[config.mk]
export PLATFORM = sky130hd
export DESIGN_NAME = addr_gen_bwd_aifo_flat
export DESIGN_NICKNAME = d
export VERILOG_FILES = /design/src/rtl/lstm_bp_pkg.sv /design/src/rtl/addr_gen_bwd_aifo_if.sv /design/src/rtl/bp_pause_cnt.sv /design/src/rtl/addr_gen_bwd_aifo.sv /design/src/flat_wrapper.sv
export SDC_FILE = /design/constraint.sdc
export NUM_CORES = 1
export LEC_CHECK = 0
export ABC_CLOCK_PERIOD_IN_PS = 7000
export CORE_ASPECT_RATIO = 0.75
export CORE_UTILIZATION = 56
export DETAILED_ROUTE_END_ITERATION = 16
export GPL_TIMING_DRIVEN = 0
export PLACE_DENSITY = 0.95
export REMOVE_ABC_BUFFERS = 1
export SETUP_SLACK_MARGIN = 0.5
export SYNTH_ARGS = -nofsm -noshare
export SYNTH_HDL_FRONTEND = slang
export SYNTH_SLANG_ARGS = --single-unit
[constraint.sdc]
create_clock -name clk -period 7 [get_ports clk]
set_input_delay 2.1 -clock clk [delete_from_list [all_inputs] [get_ports clk]]
set_output_delay 2.1 -clock clk [all_outputs]
set_load 0.02 [all_outputs]
[src/rtl/lstm_bp_pkg.sv]
// Shared definitions for the LSTM backward-pass address generators.
// Contents: FSM state encoding, gate word offsets within an activation
// group (a,i,f,o), and the number of gates per cell.
package lstm_bp_pkg;

  // Gates stored per (t,n) activation group.
  localparam int unsigned GATES      = 4;
  localparam int unsigned GATE_SHIFT = $clog2(GATES);

  // Word offset of each gate inside its activation group.
  typedef enum logic [1:0] {
    G_A = 2'd0,
    G_I = 2'd1,
    G_F = 2'd2,
    G_O = 2'd3
  } gate_e;

  // Sweep controller states.
  typedef enum logic [1:0] {
    S_IDLE  = 2'd0,
    S_RUN   = 2'd1,
    S_PAUSE = 2'd2,
    S_DONE  = 2'd3
  } bp_state_e;

endpackage

[src/rtl/addr_gen_bwd_aifo_if.sv]
// Handshake/address bundle between the backward-pass address generator and
// the dgate/dstate datapath control.
//  start, en            : control towards the generator
//  o_valid              : addresses valid this cycle
//  o_addr_act/ch/cprev  : activation base, c/h word, c_(t-1) word
//  o_first_ts/last_cell : position flags for the current beat
//  o_done               : sweep-complete pulse
interface addr_gen_bwd_aifo_if #(
  parameter int unsigned ADDR_WIDTH = 12
);

  logic                  start;
  logic                  en;
  logic                  o_valid;
  logic [ADDR_WIDTH-1:0] o_addr_act;
  logic [ADDR_WIDTH-1:0] o_addr_ch;
  logic [ADDR_WIDTH-1:0] o_addr_cprev;
  logic                  o_first_ts;
  logic                  o_last_cell;
  logic                  o_done;

  // Controller side: drives start/en, consumes addresses.
  modport master (
    output start, en,
    input  o_valid, o_addr_act, o_addr_ch, o_addr_cprev,
    input  o_first_ts, o_last_cell, o_done
  );

  // Generator side.
  modport slave (
    input  start, en,
    output o_valid, o_addr_act, o_addr_ch, o_addr_cprev,
    output o_first_ts, o_last_cell, o_done
  );

endinterface

[src/rtl/bp_pause_cnt.sv]
// Loadable down counter used to time the idle gap between timesteps.
//  clk, rst  : clock, synchronous active-high reset
//  load      : load load_val (has priority over en)
//  load_val  : value to load
//  en        : decrement enable; the counter saturates at zero
//  zero      : counter currently reads zero
module bp_pause_cnt #(
  parameter int unsigned WIDTH = 2
) (
  input  logic             clk,
  input  logic             rst,
  input  logic             load,
  input  logic [WIDTH-1:0] load_val,
  input  logic             en,
  output logic             zero
);

  logic [WIDTH-1:0] cnt;

  // Counter register.
  always_ff @(posedge clk) begin
    if (rst) begin
      cnt <= '0;
    end else if (load) begin
      cnt <= load_val;
    end else if (en && (cnt != '0)) begin
      cnt <= cnt - WIDTH'(1);
    end
  end

  assign zero = (cnt == '0);

endmodule

[src/rtl/addr_gen_bwd_aifo.sv]
// Backward-pass (BPTT) read address generator for LSTM layer memories.
// Walks timesteps t = TIMESTEP-1 .. 0 and cells n = 0 .. NUM_CELL-1, producing
// the activation group base, the c/h word and the c_(t-1) word for each beat.
// Layout: act word = (t*NUM_CELL+n)*GATES + g, c/h word = t*NUM_CELL + n.
// A single running index base_c = t*NUM_CELL+n replaces all multiplies.
//  clk, rst : clock, synchronous active-high reset
//  bus      : addr_gen_bwd_aifo_if slave (start/en in, addresses/flags out)
module addr_gen_bwd_aifo
  import lstm_bp_pkg::*;
#(
  parameter int unsigned ADDR_WIDTH = 12,
  parameter int unsigned NUM_CELL   = 53,
  parameter int unsigned TIMESTEP   = 7,
  parameter int unsigned DELAY      = 4
) (
  input  logic                clk,
  input  logic                rst,
  addr_gen_bwd_aifo_if.slave  bus
);

  localparam int unsigned T_W = (TIMESTEP > 1) ? $clog2(TIMESTEP) : 1;
  localparam int unsigned N_W = (NUM_CELL > 1) ? $clog2(NUM_CELL) : 1;
  localparam int unsigned C_W = (DELAY > 1) ? $clog2(DELAY) : 1;

  localparam logic [T_W-1:0]        T_FIRST    = T_W'(TIMESTEP - 1);
  localparam logic [N_W-1:0]        N_LAST     = N_W'(NUM_CELL - 1);
  localparam logic [ADDR_WIDTH-1:0] BASE_START = ADDR_WIDTH'((TIMESTEP - 1) * NUM_CELL);
  // From (t, NUM_CELL-1) back to (t-1, 0).
  localparam logic [ADDR_WIDTH-1:0] STEP_BACK  = ADDR_WIDTH'(2 * NUM_CELL - 1);
  localparam logic [ADDR_WIDTH-1:0] CELL_STEP  = ADDR_WIDTH'(NUM_CELL);
  localparam logic [C_W-1:0]        PAUSE_LOAD = C_W'((DELAY > 0) ? DELAY - 1 : 0);
  localparam bit                    HAS_PAUSE  = (DELAY > 0);

  // Address space must hold every activation word.
  if (64'(TIMESTEP) * 64'(NUM_CELL) * 64'(GATES) > (64'(1) << ADDR_WIDTH)) begin : g_cfg_err
    $error("addr_gen_bwd_aifo: ADDR_WIDTH too small for TIMESTEP*NUM_CELL*GATES");
  end

  bp_state_e             state, state_d;
  logic [T_W-1:0]        t, t_d;
  logic [N_W-1:0]        n, n_d;
  logic [ADDR_WIDTH-1:0] base_c, base_d;
  logic                  cnt_load, cnt_en, cnt_zero;
  logic                  valid_c;

  // State and position registers.
  always_ff @(posedge clk) begin
    if (rst) begin
      state  <= S_IDLE;
      t      <= '0;
      n      <= '0;
      base_c <= '0;
    end else begin
      state  <= state_d;
      t      <= t_d;
      n      <= n_d;
      base_c <= base_d;
    end
  end

  // Next-state, position update and counter control.
  always_comb begin
    state_d  = state;
    t_d      = t;
    n_d      = n;
    base_d   = base_c;
    cnt_load = 1'b0;
    cnt_en   = 1'b0;
    valid_c  = 1'b0;
    case (state)
      S_IDLE: begin
        if (bus.start) begin
          state_d = S_RUN;
          t_d     = T_FIRST;
          n_d     = '0;
          base_d  = BASE_START;
        end
      end
      S_RUN: begin
        valid_c = bus.en;
        if (bus.en) begin
          if (n == N_LAST) begin
            // base_c is left on the last beat so addresses hold through the gap.
            if (t == '0) begin
              state_d = S_DONE;
            end else if (HAS_PAUSE) begin
              state_d  = S_PAUSE;
              cnt_load = 1'b1;
            end else begin
              t_d    = t - T_W'(1);
              n_d    = '0;
              base_d = base_c - STEP_BACK;
            end
          end else begin
            n_d    = n + N_W'(1);
            base_d = base_c + ADDR_WIDTH'(1);
          end
        end
      end
      S_PAUSE: begin
        if (bus.en) begin
          if (cnt_zero) begin
            state_d = S_RUN;
            t_d     = t - T_W'(1);
            n_d     = '0;
            base_d  = base_c - STEP_BACK;
          end else begin
            cnt_en = 1'b1;
          end
        end
      end
      S_DONE: begin
        state_d = S_IDLE;
      end
      default: begin
        state_d = S_IDLE;
      end
    endcase
  end

  // Inter-timestep gap timer.
  bp_pause_cnt #(
    .WIDTH (C_W)
  ) u_pause_cnt (
    .clk      (clk),
    .rst      (rst),
    .load     (cnt_load),
    .load_val (PAUSE_LOAD),
    .en       (cnt_en),
    .zero     (cnt_zero)
  );

  // Outputs derive from registered state; o_valid follows en with zero latency.
  assign bus.o_valid      = valid_c;
  assign bus.o_addr_act   = (base_c << GATE_SHIFT) + ADDR_WIDTH'(G_A);
  assign bus.o_addr_ch    = base_c;
  assign bus.o_addr_cprev = (t == '0) ? '0 : (base_c - CELL_STEP);
  assign bus.o_first_ts   = (state == S_RUN) && (t == '0);
  assign bus.o_last_cell  = (state == S_RUN) && (n == N_LAST);
  assign bus.o_done       = (state == S_DONE);

endmodule

[src/flat_wrapper.sv]
// flat-port wrapper written by rule: the top's interface ports become plain ports
module addr_gen_bwd_aifo_flat import lstm_bp_pkg::*;
#(
  parameter int unsigned ADDR_WIDTH = 12,
  parameter int unsigned NUM_CELL   = 53,
  parameter int unsigned TIMESTEP   = 7,
  parameter int unsigned DELAY      = 4
)
  (clk, rst, bus_start, bus_en, bus_o_valid, bus_o_addr_act, bus_o_addr_ch, bus_o_addr_cprev, bus_o_first_ts, bus_o_last_cell, bus_o_done);
  addr_gen_bwd_aifo_if #(.ADDR_WIDTH(ADDR_WIDTH)) bus_i ();
  input  logic clk;
  input  logic rst;
  input wire logic [$bits(bus_i.start)-1:0] bus_start;
  input wire logic [$bits(bus_i.en)-1:0] bus_en;
  output wire logic [$bits(bus_i.o_valid)-1:0] bus_o_valid;
  output wire logic [$bits(bus_i.o_addr_act)-1:0] bus_o_addr_act;
  output wire logic [$bits(bus_i.o_addr_ch)-1:0] bus_o_addr_ch;
  output wire logic [$bits(bus_i.o_addr_cprev)-1:0] bus_o_addr_cprev;
  output wire logic [$bits(bus_i.o_first_ts)-1:0] bus_o_first_ts;
  output wire logic [$bits(bus_i.o_last_cell)-1:0] bus_o_last_cell;
  output wire logic [$bits(bus_i.o_done)-1:0] bus_o_done;
  assign bus_i.start = bus_start;
  assign bus_i.en = bus_en;
  assign bus_o_valid = bus_i.o_valid;
  assign bus_o_addr_act = bus_i.o_addr_act;
  assign bus_o_addr_ch = bus_i.o_addr_ch;
  assign bus_o_addr_cprev = bus_i.o_addr_cprev;
  assign bus_o_first_ts = bus_i.o_first_ts;
  assign bus_o_last_cell = bus_i.o_last_cell;
  assign bus_o_done = bus_i.o_done;
  addr_gen_bwd_aifo #(.ADDR_WIDTH(ADDR_WIDTH), .NUM_CELL(NUM_CELL), .TIMESTEP(TIMESTEP), .DELAY(DELAY)) u_core (.clk(clk), .rst(rst), .bus(bus_i));
endmodule
Yosys cells after proc, flatten, opt, wreduce, memory -nomap -nowiden --
Index checks and enable logic that the tools add are counted.
Word-level totals: output and inout port bits 40, logic and storage cells 68, bits in registers 25, input port bits 4
Operators by class: reductions and logical operators 13, mux-type cells 34, eq/ne operators 10, add/sub/neg operators 6
Operator list (number):
- 2-to-1 mux 12 bit | 6
- one-hot mux 12 bit (3 select lines) | 1
- 2-to-1 mux 6 bit | 5
- one-hot mux 6 bit (3 select lines) | 1
- 2-to-1 mux 2 bit | 7
- adder 12 x 1 -> 12 bit, second input constant | 1
- subtractor 12 x 6 -> 12 bit, second input constant | 1
- subtractor 12 x 7 -> 12 bit, second input constant | 1
- 2-to-1 mux 1 bit | 9
- 2-to-1 mux 3 bit | 3
- inequality test 2 bit, second input constant | 4
- one-hot mux 2 bit (4 select lines) | 1
- adder 6 x 1 -> 6 bit, second input constant | 1
- equality test 6 bit, second input constant | 1
- one-hot mux 3 bit (2 select lines) | 1
- AND reduction 6 bit | 1
- nonzero test 2 bit | 3
- AND reduction 5 bit | 1
- equality test 2 bit, second input constant | 2
- zero test 2 bit | 2
- inequality test 2 x 1 -> 1 bit, second input constant | 2
- AND reduction 4 bit | 1
- logical AND 1 bit | 3
- zero test 3 bit | 1
- other kinds (4) | 4

Longest topological paths before layout --
depth after elaboration 7, mapped depth 12, depth with buffers taken out 9

Cells and area by module --
From an unflattened synthesis, not the netlist that was laid out.
Unflattened totals: cell total of the unflattened synthesis 299, area, all modules 2252.2 sq um
By module, submodules not included:
- addr_gen_bwd_aifo | cells each 285, times used 1, area each 2125.8 sq um, seq. area each 460.4 sq um
- bp_pause_cnt | cells each 14, times used 1, area each 126.4 sq um, seq. area each 40.0 sq um

Least setup slack after synthesis --
No wires, ideal clock.
kind input to output, from input bus_en, to output bus_o_valid, required time 4.900 ns, stages 2, arrival time 2.325 ns, path buffers 0, slack 2.575 ns, cells stage by stage nand2_1 inv_1
On the way: longest elaborated chain between the ends 1
Ends and longest elaborated chain:
- from (decl) | line flat_wrapper.sv:14 | input wire logic [$bits(bus_i.en)-1:0] bus_en;
- 2-to-1 mux 1 bit | line addr_gen_bwd_aifo.sv:70 | case (state)
- to (decl) | line flat_wrapper.sv:15 | output wire logic [$bits(bus_i.o_valid)-1:0] bus_o_valid;
Every way passes these cells.

Worst setup path after layout --
Same ends and word-level chain as after synthesis.

==> metrics.txt <==
# TYPE chip_impl_metric gauge
chip_impl_info{name="outcome",value="complete, no violations"} 1
chip_impl_metric{name="n_fill_cell",unit=""} 336
chip_impl_metric{name="htree_levels",unit=""} 1
chip_impl_metric{name="synth.avg_cell_area",unit="um^2"} 7.16
chip_impl_info{name="setup.worst_path.end_class",value="output port"} 1
chip_impl_info{name="tritoncts",value="yes"} 1
chip_impl_metric{name="hold_fix_buffers_cts",unit=""} 0
chip_impl_metric{name="total_power",unit="uW"} 535
chip_impl_metric{name="cts_setup_buffers",unit=""} 0
chip_impl_metric{name="grtUsageTotal",unit="%"} 25.3
chip_impl_metric{name="setup-violations-final",unit=""} 0
chip_impl_metric{name="clkSlewWorstSetupHoldPaths",unit="ps"} 90
chip_impl_metric{name="width_of_the_chip",unit="um"} 73.3
chip_impl_metric{name="globalplace.congestion",unit=""} 0.900
chip_impl_metric{name="synth-async-reset-ratio",unit="%"} 0
chip_impl_metric{name="detailed_place_hpwl",unit="mm"} 3.66
chip_impl_metric{name="die-area",unit="um^2"} 4070
chip_impl_metric{name="route.detailed.vias_per_inst",unit=""} 5.94
chip_impl_info{name="timing.critical_path.from_type",value="input port"} 1
chip_impl_metric{name="worstPathMaxFanout",unit=""} 5
chip_impl_metric{name="ant_nets",unit=""} 0
chip_impl_metric{name="grt_start_max_net_pins",unit=""} 29
chip_impl_metric{name="grt_first_pass_wirelength",unit="mm"} 8.20
chip_impl_metric{name="timing.critical_path.arrival",unit="ps"} 3460
chip_impl_metric{name="maxCapViolations",unit=""} 0
chip_impl_metric{name="gr-total-overflow",unit=""} 0
chip_impl_info{name="clock-root-buffer",value="sky130_fd_sc_hd__clkbuf_8"} 1
chip_impl_metric{name="routedWlPerCell",unit="um"} 14.3
chip_impl_metric{name="design.portCount",unit=""} 44
chip_impl_metric{name="worst_case_reg_to_reg_path_depth",unit=""} 8
chip_impl_metric{name="worstHoldPathCells",unit=""} 2
chip_impl_info{name="ys.flop_type",value="sky130_fd_sc_hd__dfxtp_1"} 1
chip_impl_metric{name="final_max_tran_viols",unit=""} 0
chip_impl_metric{name="minimum_period_implied_by_the_final_worst_setup_slack",unit="ps"} 5560
chip_impl_info{name="synth_area_leaders",value="sky130_fd_sc_hd__dfxtp_1, sky130_fd_sc_hd__ha_1, sky130_fd_sc_hd__a21oi_1"} 1
chip_impl_info{name="hp-start",value="u_core.t[2]"} 1
chip_impl_metric{name="finalNetCount",unit=""} 328
chip_impl_metric{name="cts_made_buffers",unit=""} 3
chip_impl_metric{name="synth.yosys.seq_area_share",unit="%"} 23.4
chip_impl_metric{name="ys_ff_latch",unit=""} 25
chip_impl_metric{name="antenna-diode-count",unit=""} 0
chip_impl_metric{name="worst-r2r-setup-slack",unit="ps"} 3430
chip_impl_info{name="regToRegEndpoint",value="u_core.bus.o_addr_ch[11]"} 1
chip_impl_metric{name="post_synth_instance_area",unit="um^2"} 2130
chip_impl_metric{name="power_per_cell_area",unit="nW/um^2"} 216
chip_impl_metric{name="unique_masters_post_synth",unit=""} 54
chip_impl_metric{name="fin_worst_skew",unit="ps"} 2.37
chip_impl_info{name="layout_common_cells",value="sky130_fd_sc_hd__clkdlybuf4s50_1, sky130_fd_sc_hd__nor2_1, sky130_fd_sc_hd__a21oi_1"} 1
chip_impl_metric{name="post_synth_inst_count",unit=""} 298
chip_impl_metric{name="clk_latency",unit="ps"} 270
chip_impl_metric{name="grt_antenna_before_repair",unit=""} 0
chip_impl_metric{name="first_global_vias",unit=""} 1863
chip_impl_info{name="post-synth-top-area-cell",value="sky130_fd_sc_hd__dfxtp_1"} 1
chip_impl_metric{name="power.leakage",unit="nW"} 0.917
chip_impl_metric{name="clock_tree.buffer_depth",unit=""} 2
chip_impl_metric{name="detailroute.via_count",unit=""} 2158
chip_impl_metric{name="number_of_enable_type_register_cells_in_the_synthesized_netlist",unit=""} 0
chip_impl_metric{name="worst-slew-pin-transition",unit="ps"} 1140
chip_impl_info{name="whs_endpoint",value="u_core.t[2]"} 1
chip_impl_metric{name="first_pass_iters",unit=""} 6
chip_impl_metric{name="timing.critical_path.required",unit="ps"} 4900
chip_impl_metric{name="cts-resized-gates",unit=""} 0
chip_impl_metric{name="power.ir.vdd_worst",unit="mV"} 0.144
chip_impl_metric{name="report.final.hold_viol_count",unit=""} 0
chip_impl_metric{name="remaining_drc_errors",unit=""} 0
chip_impl_metric{name="floorplan.rows",unit=""} 19
chip_impl_metric{name="fraction_of_layout_instances_using_a_drive_strength_above_1",unit="%"} 3.22
chip_impl_info{name="most_frequent_standard_cell_in_the_layout_excluding_fill_and_tap_cells",value="sky130_fd_sc_hd__clkdlybuf4s50_1"} 1
chip_impl_metric{name="tns",unit="ps"} 0
chip_impl_metric{name="fmax",unit="MHz"} 180
chip_impl_metric{name="placement.io_buffers",unit=""} 41
chip_impl_metric{name="clock_sink_count",unit=""} 25
chip_impl_metric{name="die_height",unit="um"} 55.5
chip_impl_metric{name="drt_iter0_markers",unit=""} 210
chip_impl_info{name="criticalPathCategory",value="in2out"} 1
chip_impl_metric{name="wl",unit="mm"} 5.19
chip_impl_metric{name="synth.top_cell.area_share",unit="%"} 23.4
chip_impl_metric{name="initial_core_util",unit="%"} 58.3
chip_impl_info{name="ff_to_ff_start",value="u_core.state[0]"} 1
chip_impl_metric{name="floorplan.core_area",unit="um^2"} 3660
chip_impl_metric{name="layout_overhead_on_the_synthesized_area",unit="%"} 15.8
chip_impl_metric{name="layout_worst_path_cycle_share",unit="%"} 79.5
chip_impl_metric{name="yosys_warnings",unit=""} 0
chip_impl_info{name="rsz_0062_raised_after_global_routing",value="false"} 1
chip_impl_info{name="min_path_type",value="reg2reg"} 1
chip_impl_metric{name="max_slew_margin",unit="%"} 24.2
worst max-delay path by stage:
stage / startpoint / to / slack, ps
2_1_floorplan: bus_en / bus_o_valid / 2580
3_3_place_gp: bus_en / bus_o_valid / 1450
3_5_place_dp: bus_en / bus_o_valid / 1440
4_1_cts: bus_en / bus_o_valid / 1430
5_1_grt: bus_en / bus_o_valid / 1370
6_report: bus_en / bus_o_valid / 1440
cell usage after synthesis, types with 2 or more instances:
| library cell | n |
|---|---|
| sky130_fd_sc_hd__a211o_1 | 4 |
| sky130_fd_sc_hd__a211oi_1 | 3 |
| sky130_fd_sc_hd__a21o_1 | 3 |
| sky130_fd_sc_hd__a21oi_1 | 28 |
| sky130_fd_sc_hd__a311oi_1 | 3 |
| sky130_fd_sc_hd__a31o_2 | 2 |
| sky130_fd_sc_hd__a31oi_1 | 7 |
| sky130_fd_sc_hd__and2_1 | 3 |
| sky130_fd_sc_hd__and3_1 | 2 |
| sky130_fd_sc_hd__buf_2 | 8 |
| sky130_fd_sc_hd__buf_4 | 12 |
| sky130_fd_sc_hd__clkbuf_1 | 11 |
| sky130_fd_sc_hd__dfxtp_1 | 25 |
| sky130_fd_sc_hd__ha_1 | 12 |
| sky130_fd_sc_hd__inv_1 | 18 |
| sky130_fd_sc_hd__mux2i_1 | 3 |
| sky130_fd_sc_hd__nand2_1 | 26 |
| sky130_fd_sc_hd__nand2b_1 | 4 |
| sky130_fd_sc_hd__nand3_1 | 8 |
| sky130_fd_sc_hd__nand4_1 | 3 |
| sky130_fd_sc_hd__nand4b_1 | 3 |
| sky130_fd_sc_hd__nor2_1 | 33 |
| sky130_fd_sc_hd__nor3_1 | 12 |
| sky130_fd_sc_hd__nor4_1 | 2 |
| sky130_fd_sc_hd__o211ai_1 | 2 |
| sky130_fd_sc_hd__o21ai_0 | 12 |
| sky130_fd_sc_hd__o21bai_1 | 3 |
| sky130_fd_sc_hd__o22ai_1 | 2 |
| sky130_fd_sc_hd__or3_1 | 4 |
| sky130_fd_sc_hd__or4_1 | 2 |
| sky130_fd_sc_hd__xnor2_1 | 8 |
| sky130_fd_sc_hd__xor2_1 | 8 |
flip-flops by register name (all words and copies together) (netlist names):
signal and flops:
u_core.n 6, u_core.u_pause_cnt.cnt 2, u_core.state 2, u_core.bus.o_addr_ch 12, u_core.t 3
routing by layer:
| metal | vias up | global-route usage, % | part of all wire [%] |
|---|---|---|---|
| met4 | 0 | 5.49 | 1.5 |
| met5 | - | 0 | 0 |
| met2 | 111 | 42.6 | 47 |
| li1 | 1057 | - | - |
| met1 | 982 | 33.9 | 43 |
| met3 | 8 | 4.20 | 8.7 |
stage by stage:
stage	area, um^2	utilization, %	std cells	setup slack (ps)	hold WS [ps]
3_5_place_dp	2430	66.3	359	1440	490
4_1_cts	2470	67.5	363	1430	511
3_3_place_gp	2430	66.3	359	1450	467
5_1_grt	2470	67.5	363	1370	554
2_1_floorplan	1950	-	266	2580	455
6_report	2470	67.5	363	1440	518
layout make-up:
cell class	count	area (um^2)	area share [%]
clock buffer	4	45.0	1.82
inverter	20	75.1	3.04
multi-input combinational	221	1380	55.7
sequential	25	500	20.2
tap	52	65.1	2.63
timing repair buffer	41	410	16.6
cell families (layout without fill, tap and decap cells):
kind of cell | count (synthesis) | count (layout) | share of synthesized area (%)
other cells | 1 | 2 | 0.176
buf+inv | 53 | 65 | 12.3
compound gates | 79 | 79 | 23.8
simple gates | 109 | 109 | 25.3
mux | 3 | 3 | 1.41
fa+ha+maj | 12 | 12 | 7.03
flops | 25 | 25 | 23.4
xor+xnor | 16 | 16 | 6.57
worst max-delay path, stage by stage:
cell and delay [ps]:
sky130_fd_sc_hd__clkdlybuf4s50_1 560, sky130_fd_sc_hd__nand2_1 110, sky130_fd_sc_hd__inv_1 90, sky130_fd_sc_hd__clkdlybuf4s50_1 600
power breakdown:
group	switching, mW	internal [mW]	total, mW
combinational	0.148	0.114	0.262
sequential	0.0294	0.154	0.183
clock	0.0487	0.0408	0.0896
total	0.226	0.309	0.535
No activity file was read; power rests on OpenSTA's default activity.
